[config.mk]
export PLATFORM = sky130hd
export DESIGN_NAME = tmp10x_conv_ctrl
export DESIGN_NICKNAME = d
export VERILOG_FILES = /design/src/rtl/tmp10x_pkg.sv /design/src/rtl/tmp10x_fault_queue.sv /design/src/rtl/tmp10x_conv_ctrl.sv
export SDC_FILE = /design/constraint.sdc
export NUM_CORES = 1
export LEC_CHECK = 0
export CAP_MARGIN = 15
export CORE_MARGIN = 2
export CORE_UTILIZATION = 58
export DETAILED_ROUTE_END_ITERATION = 10
export PLACE_DENSITY_LB_ADDON = 0.05
export SETUP_SLACK_MARGIN = 0.3
export SYNTH_ARGS = -nofsm -noshare
export SYNTH_HDL_FRONTEND = slang
export SYNTH_HIERARCHICAL = 1
export SYNTH_SLANG_ARGS = --single-unit
[constraint.sdc]
create_clock -name Clk -period 3.8 [get_ports Clk]
set_input_delay 0.76 -clock Clk [delete_from_list [all_inputs] [get_ports Clk]]
set_output_delay 0.76 -clock Clk [all_outputs]
set_load 0.02 [all_outputs]
[src/rtl/tmp10x_pkg.sv]
// Shared types, constants and helpers for the TMP10x conversion controller.
package tmp10x_pkg;

    // Temperature width: two's complement, LSB = 0.0625 C.
    localparam int TEMP_W = 12;

    // Conversion scheduler states.
    typedef enum logic [2:0] {
        IDLE  = 3'd0,
        START = 3'd1,
        CONV  = 3'd2,
        EVAL  = 3'd3,
        GAP   = 3'd4
    } state_t;

    // Consecutive-fault depth selected by F10: 1/2/4/6.
    function automatic logic [2:0] fault_depth(input logic [1:0] f);
        logic [2:0] n;
        case (f)
            2'd0:    n = 3'd1;
            2'd1:    n = 3'd2;
            2'd2:    n = 3'd4;
            default: n = 3'd6;
        endcase
        return n;
    endfunction

    // Resolution mask: keeps the top 9..12 bits, zeroing the low (3-r) bits.
    function automatic logic [TEMP_W-1:0] res_mask(input logic [1:0] r);
        logic [TEMP_W-1:0] m;
        case (r)
            2'd0:    m = 12'hFF8;
            2'd1:    m = 12'hFFC;
            2'd2:    m = 12'hFFE;
            default: m = 12'hFFF;
        endcase
        return m;
    endfunction

endpackage

[src/rtl/tmp10x_fault_queue.sv]
// Fault queue with hysteresis: counts consecutive limit violations and
// drives the internal (pre-polarity) alert level.
module tmp10x_fault_queue
    import tmp10x_pkg::*;
(
    input  logic              i_clk,
    input  logic              i_rst,
    input  logic              i_eval,
    input  logic [TEMP_W-1:0] i_temp,
    input  logic [TEMP_W-1:0] i_t_high,
    input  logic [TEMP_W-1:0] i_t_low,
    input  logic [1:0]        i_f10,
    input  logic              i_tm,
    input  logic              i_alert_clr,
    output logic [2:0]        o_fault_cnt,
    output logic              o_alert_int
);

    logic [2:0] r_cnt;
    logic       r_dir;      // 0 = seeking high limit, 1 = seeking low limit
    logic       r_alert;
    logic       r_tm_q;

    logic       w_over;
    logic       w_under;
    logic       w_hit;
    logic [2:0] w_inc;
    logic       w_reach;

    // Signed limit compares and the saturating next count.
    always_comb begin
        w_over  = $signed(i_temp) >= $signed(i_t_high);
        w_under = $signed(i_temp) <  $signed(i_t_low);
        w_hit   = r_dir ? w_under : w_over;
        w_inc   = (r_cnt == 3'd7) ? 3'd7 : r_cnt + 3'd1;
        w_reach = w_hit && (w_inc >= fault_depth(i_f10));
    end

    // Counter, direction and alert update; a queue set overrides a clear.
    always_ff @(posedge i_clk) begin
        r_tm_q <= i_tm;
        if (i_rst) begin
            r_cnt   <= 3'd0;
            r_dir   <= 1'b0;
            r_alert <= 1'b0;
        end else if (i_tm != r_tm_q) begin
            r_cnt   <= 3'd0;
            r_dir   <= 1'b0;
            r_alert <= 1'b0;
        end else begin
            if (i_alert_clr && i_tm) begin
                r_alert <= 1'b0;
            end
            if (i_eval) begin
                if (w_reach) begin
                    r_cnt   <= 3'd0;
                    r_dir   <= ~r_dir;
                    r_alert <= i_tm ? 1'b1 : ~r_dir;
                end else if (w_hit) begin
                    r_cnt <= w_inc;
                end else begin
                    r_cnt <= 3'd0;
                end
            end
        end
    end

    assign o_fault_cnt = r_cnt;
    assign o_alert_int = r_alert;

endmodule

[src/rtl/tmp10x_conv_ctrl.sv]
// TMP10x conversion scheduler: sequences ADC conversions in continuous,
// shutdown and one-shot modes, latches the masked result and feeds the
// fault queue. Temperature width comes from tmp10x_pkg::TEMP_W.
// ADC handshake: Adc_Start is a one-cycle request; the ADC answers with a
// one-cycle Adc_Valid strobe carrying Adc_Data (a later strobe overwrites);
// there is no back-pressure in either direction.
module tmp10x_conv_ctrl
    import tmp10x_pkg::*;
#(
    parameter int CONV_BASE_CYCLES = 4,
    parameter int GAP_CYCLES       = 16
)
(
    input  logic              Clk,
    input  logic              Rst,
    input  logic              SD,
    input  logic              OS_Req,
    input  logic [1:0]        R10,
    input  logic [1:0]        F10,
    input  logic              TM,
    input  logic              POL,
    input  logic [TEMP_W-1:0] T_High,
    input  logic [TEMP_W-1:0] T_Low,
    input  logic              Alert_Clr,
    output logic              Adc_Start,
    input  logic [TEMP_W-1:0] Adc_Data,
    input  logic              Adc_Valid,
    output logic [TEMP_W-1:0] Temp_Reg,
    output logic              Temp_Valid,
    output logic              Busy,
    output logic              OS_Status,
    output logic              Alert,
    output logic [2:0]        Fault_Cnt,
    output logic [2:0]        Dbg_State
);

    localparam int CNT_W = 16;

    state_t            r_state;
    state_t            w_next;
    logic [CNT_W-1:0]  r_cnt;
    logic [CNT_W-1:0]  r_gap;
    logic [1:0]        r_lat;
    logic              r_got_valid;
    logic [TEMP_W-1:0] r_data;
    logic [TEMP_W-1:0] r_temp;
    logic              r_temp_valid;
    logic              r_oneshot;

    logic [CNT_W-1:0]  w_conv_len;
    logic              w_os_set;
    logic              w_conv_done;
    logic [TEMP_W-1:0] w_sample;
    logic              w_eval;
    logic              w_alert_int;

    // Next-state logic and per-state decode.
    always_comb begin
        w_next      = r_state;
        w_conv_len  = CNT_W'(CONV_BASE_CYCLES) << R10;
        w_os_set    = 1'b0;
        w_conv_done = 1'b0;
        w_sample    = Adc_Valid ? Adc_Data : r_data;
        case (r_state)
            IDLE: begin
                if (!SD) begin
                    w_next = START;
                end else if (OS_Req) begin
                    w_next   = START;
                    w_os_set = 1'b1;
                end
            end
            START: w_next = CONV;
            CONV: begin
                if (r_cnt == '0 && (r_got_valid || Adc_Valid)) begin
                    w_next      = EVAL;
                    w_conv_done = 1'b1;
                end
            end
            EVAL: begin
                if (r_oneshot || SD) begin
                    w_next = IDLE;
                end else begin
                    w_next = GAP;
                end
            end
            GAP: begin
                if (SD) begin
                    w_next = IDLE;
                end else if (r_gap == CNT_W'(GAP_CYCLES)) begin
                    w_next = START;
                end
            end
            default: w_next = IDLE;
        endcase
    end

    // State register.
    always_ff @(posedge Clk) begin
        if (Rst) begin
            r_state <= IDLE;
        end else begin
            r_state <= w_next;
        end
    end

    // Conversion counters, result capture and one-shot bookkeeping.
    always_ff @(posedge Clk) begin
        if (Rst) begin
            r_cnt        <= '0;
            r_gap        <= '0;
            r_lat        <= 2'd0;
            r_got_valid  <= 1'b0;
            r_data       <= '0;
            r_temp       <= '0;
            r_temp_valid <= 1'b0;
            r_oneshot    <= 1'b0;
        end else begin
            r_temp_valid <= 1'b0;
            case (r_state)
                IDLE: begin
                    if (w_os_set) begin
                        r_oneshot <= 1'b1;
                    end
                end
                START: begin
                    r_lat       <= R10;
                    r_cnt       <= w_conv_len - CNT_W'(1);
                    r_got_valid <= 1'b0;
                end
                CONV: begin
                    if (r_cnt != '0) begin
                        r_cnt <= r_cnt - CNT_W'(1);
                    end
                    if (Adc_Valid) begin
                        r_data      <= Adc_Data;
                        r_got_valid <= 1'b1;
                    end
                    if (w_conv_done) begin
                        r_temp       <= w_sample & res_mask(r_lat);
                        r_temp_valid <= 1'b1;
                    end
                end
                EVAL: begin
                    r_oneshot <= 1'b0;
                    r_gap     <= '0;
                end
                GAP: r_gap <= r_gap + CNT_W'(1);
                default: ;
            endcase
        end
    end

    assign w_eval = (r_state == EVAL);

    tmp10x_fault_queue u_fault_queue (
        .i_clk       (Clk),
        .i_rst       (Rst),
        .i_eval      (w_eval),
        .i_temp      (r_temp),
        .i_t_high    (T_High),
        .i_t_low     (T_Low),
        .i_f10       (F10),
        .i_tm        (TM),
        .i_alert_clr (Alert_Clr),
        .o_fault_cnt (Fault_Cnt),
        .o_alert_int (w_alert_int)
    );

    assign Adc_Start  = (r_state == START);
    assign Busy       = (r_state == START) || (r_state == CONV) || (r_state == EVAL);
    assign OS_Status  = ~r_oneshot;
    assign Temp_Reg   = r_temp;
    assign Temp_Valid = r_temp_valid;
    assign Alert      = POL ? w_alert_int : ~w_alert_int;
    assign Dbg_State  = r_state;

endmodule

==> reports/results.txt <==
Proportion of synthesized flip-flops having asynchronous set or reset -> 0%
Maximum cell stage delay along the critical path -> 0.65 ns
Clock tree from TritonCTS -> built
Initial DRC Count -> 205
Leakage power figure -> 2.07 nW
Fraction of layout instances using a drive strength above 1 -> 8.46%
Syn Nets -> 603
Worst setup skew after layout -> 0.00538 ns
Clk buf depth -> 2
Clock-pin slew on the worst setup and hold paths -> 0.07 ns
WL per Instance -> 15.2 um
Cells taking the most area after synthesis -> dfxtp_1 (34%), ha_1 (9.0%), a21oi_1 (6.9%)
Max FO, Critical Path -> 15
Count of pins over their slew limit -> 0
Half-perimeter wire length after placement -> 7420 um
Routability cong. -> 0.901
Vias per cell -> 6.00
Library cell with the largest summed area after synthesis -> dfxtp_1
Core Area -> 6870 sq um
Commonest cells after routing, fill and taps aside -> dfxtp_1 (70), clkdlybuf4s50_1 (69), a21oi_1 (58), nand2_1 (56), inv_1 (39)
Count of flip-flops with a built-in enable after synthesis -> 0
Clock sink total -> 70
Unrepaired setup endpoints after global routing -> false
Top FF cell, synth -> dfxtp_1
Maxcap violations -> 0
Number of nets in the layout -> 664
Total die area -> 7910 sq um
Top cell type's share of synthesized area -> 33.5%
Number of CTS-inserted buffers -> 9
Clock insertion delay at the later pin of the skew report -> 0.34 ns
Critical-path cell list -> or3b_2 > inv_1 > clkdlybuf4s50_1
Die width -> 88.9 um
# Post-CTS Setup Buffers -> 0
Number of cells produced by synthesis -> 525
Number of endpoints failing setup at the final stage -> 0
Actual transition at the worst max-transition pin -> 0.877 ns
Worst path required time -> 3.04 ns
CTS root buf -> clkbuf_8
Crit path max-delay family -> buffers and inverters
Total gr overflow -> 0
Timing-limited maximum frequency -> 0.326 GHz
Number of distinct library cells after synthesis -> 61
Crit path depth -> 3
1st-pass router iterations -> 5
Via count -> 4122
Most common cell after layout, fill and taps aside -> dfxtp_1
Hold Path Depth -> 2
Via count of the first global-routing pass -> 3760
Worst setup SP type -> register
Post-synthesis sequential element count -> 70
First-pass GRT wire length -> 16700 um
Master of the slowest instance on the critical path -> clkdlybuf4s50_1
Layout area overhead -> 24.3%
Fin. Hold Viols -> 0
PD cells -> 447 nW/um^2
Combined area of all synthesized cells -> 4180 sq um
Critical Path Sink Type -> primary output
Initial Utilization -> 60.9%
Setup TNS after final layout -> 0 ns
Antenna viol nets, final -> 0
Vertical die dimension -> 88.9 um
Worst vdd ir -> 0.431 mV
Num ports -> 71
Critical path buffers and inverters -> 2
Count of hold buffers inserted by post-cts repair -> 0
Register-to-Register Path Depth -> 8
Sequential element share of the synthesized area -> 33.5%
Max transition margin -> 41.0%
CP arrival -> 2.31 ns
Global router's overall resource usage -> 26.8%
Worst hold path type -> reg -> reg
H-tree depth -> 3
Run status -> finished clean
Post-layout min period -> 3.07 ns
Total power draw -> 0.00232 W
Maximum number of pins on one net before global-route repair -> 41
Initial antenna violation count -> 0
Post-route fraction of the period consumed by the critical path -> 80.8%
Sum of routed wire length over all layers -> 10400 um
Count of unresolved DRC violations after routing -> 0
Count of antenna diodes in the layout -> 0
Port buffer count -> 70
Mean instance size in the synthesized netlist -> 7.97 sq um
Row count -> 30
Quantity of gates resized following cts -> 0
Setup CP Type -> reg -> out
Number of warnings printed during yosys synthesis -> 6
registers in the layout, summed over array words and instances, names as in the netlist, 2 cells and up:
| name | count |
|---|---|
| r_lat | 2 |
| r_cnt | 16 |
| Dbg_State | 3 |
| Temp_Reg | 12 |
| r_gap | 16 |
| u_fault_queue/o_fault_cnt | 3 |
| r_data | 12 |
final cells by class:
class	count	area (sq um)
multi-input combinational	388	2530
sequential	70	1400
timing repair buffer	78	768
clock inverter	3	65.1
inverter	39	146
tap	96	120
fill	527	1670
clock buffer	13	169
where the power goes:
| group | internal (W) | switching, W | total, W |
|---|---|---|---|
| logic | 0.000298 | 0.000471 | 0.000769 |
| clock network | 0.000423 | 0.000271 | 0.000693 |
| registers | 0.000791 | 0.0000700 | 0.000861 |
| total | 0.00151 | 0.000812 | 0.00232 |
synthesized netlist by cell type (2+ instances only):
cell      count
a211oi_1      8
a21o_1        5
a21oi_1      58
a311o_1       3
a311oi_1      3
a31oi_1       5
a41o_1        3
and2_1        3
and3_1        6
buf_1         2
clkbuf_1     26
dfxtp_1      70
ha_1         30
inv_1        39
mux2_2       14
mux2i_1       2
nand2_1      56
nand2b_1      6
nand3_1      24
nand3b_1      3
nand4_1      11
nand4b_1      3
nor2_1       33
nor2b_1       2
nor3_1        8
nor3b_1       4
nor4_1        5
nor4b_1       2
o211ai_1     10
o21ai_0      22
o21ai_1       5
o21bai_1      2
o22ai_1       4
o31ai_1       3
or3_1         9
or3b_2        2
or4_1         6
or4_4         3
xnor2_1       3
worst min-delay path, cell delays in order, from the launching register on:
cell and delay, ns:
dfxtp_1 0.31, nand2_1 0.05, a21oi_1 0.05
logic make-up (layout without fill, tap and decap cells):
kind of cell	after synthesis	after routing	share of synthesized area [%]
simple gates	193	193	24.3
xor+xnor	3	3	0.628
mux	18	18	5.14
fa+ha+maj	30	30	8.97
flops	70	70	33.5
compound gates	144	144	21.5
buf+inv	67	133	6.01
final timing paths:
check | start | to | slack, ns
max | Dbg_State[0] | Adc_Start | 0.73
min | r_data[9] | r_data[9] | 0.46
max reg2reg | Dbg_State[2] | r_cnt[14] | 1.13
min reg2reg | r_data[9] | r_data[9] | 0.46
metal layers:
metal / track usage, % / vias up / part of all wire (%)
li1: - / 2036 / -
met1: 34.3 / 1916 / 43
met2: 44.5 / 153 / 48
met3: 4.52 / 17 / 7.2
met4: 12.1 / 0 / 1.6
met5: 0 / - / 0
per-stage QoR:
step / cell area, sq um / setup WS (ns) / utilization, % / hold WS (ns) / std cells
global route: 5200 / 0.664 / 75.7 / 0.473 / 687
finish: 5200 / 0.731 / 75.7 / 0.456 / 687
CTS: 5200 / 0.743 / 75.7 / 0.457 / 687
detailed placement: 4970 / 0.587 / 72.3 / 0.447 / 671
floorplan: 4180 / 1.20 / - / 0.434 / 525
global placement: 4970 / 0.652 / 72.3 / 0.439 / 671
(Power assumes the default switching activity.)
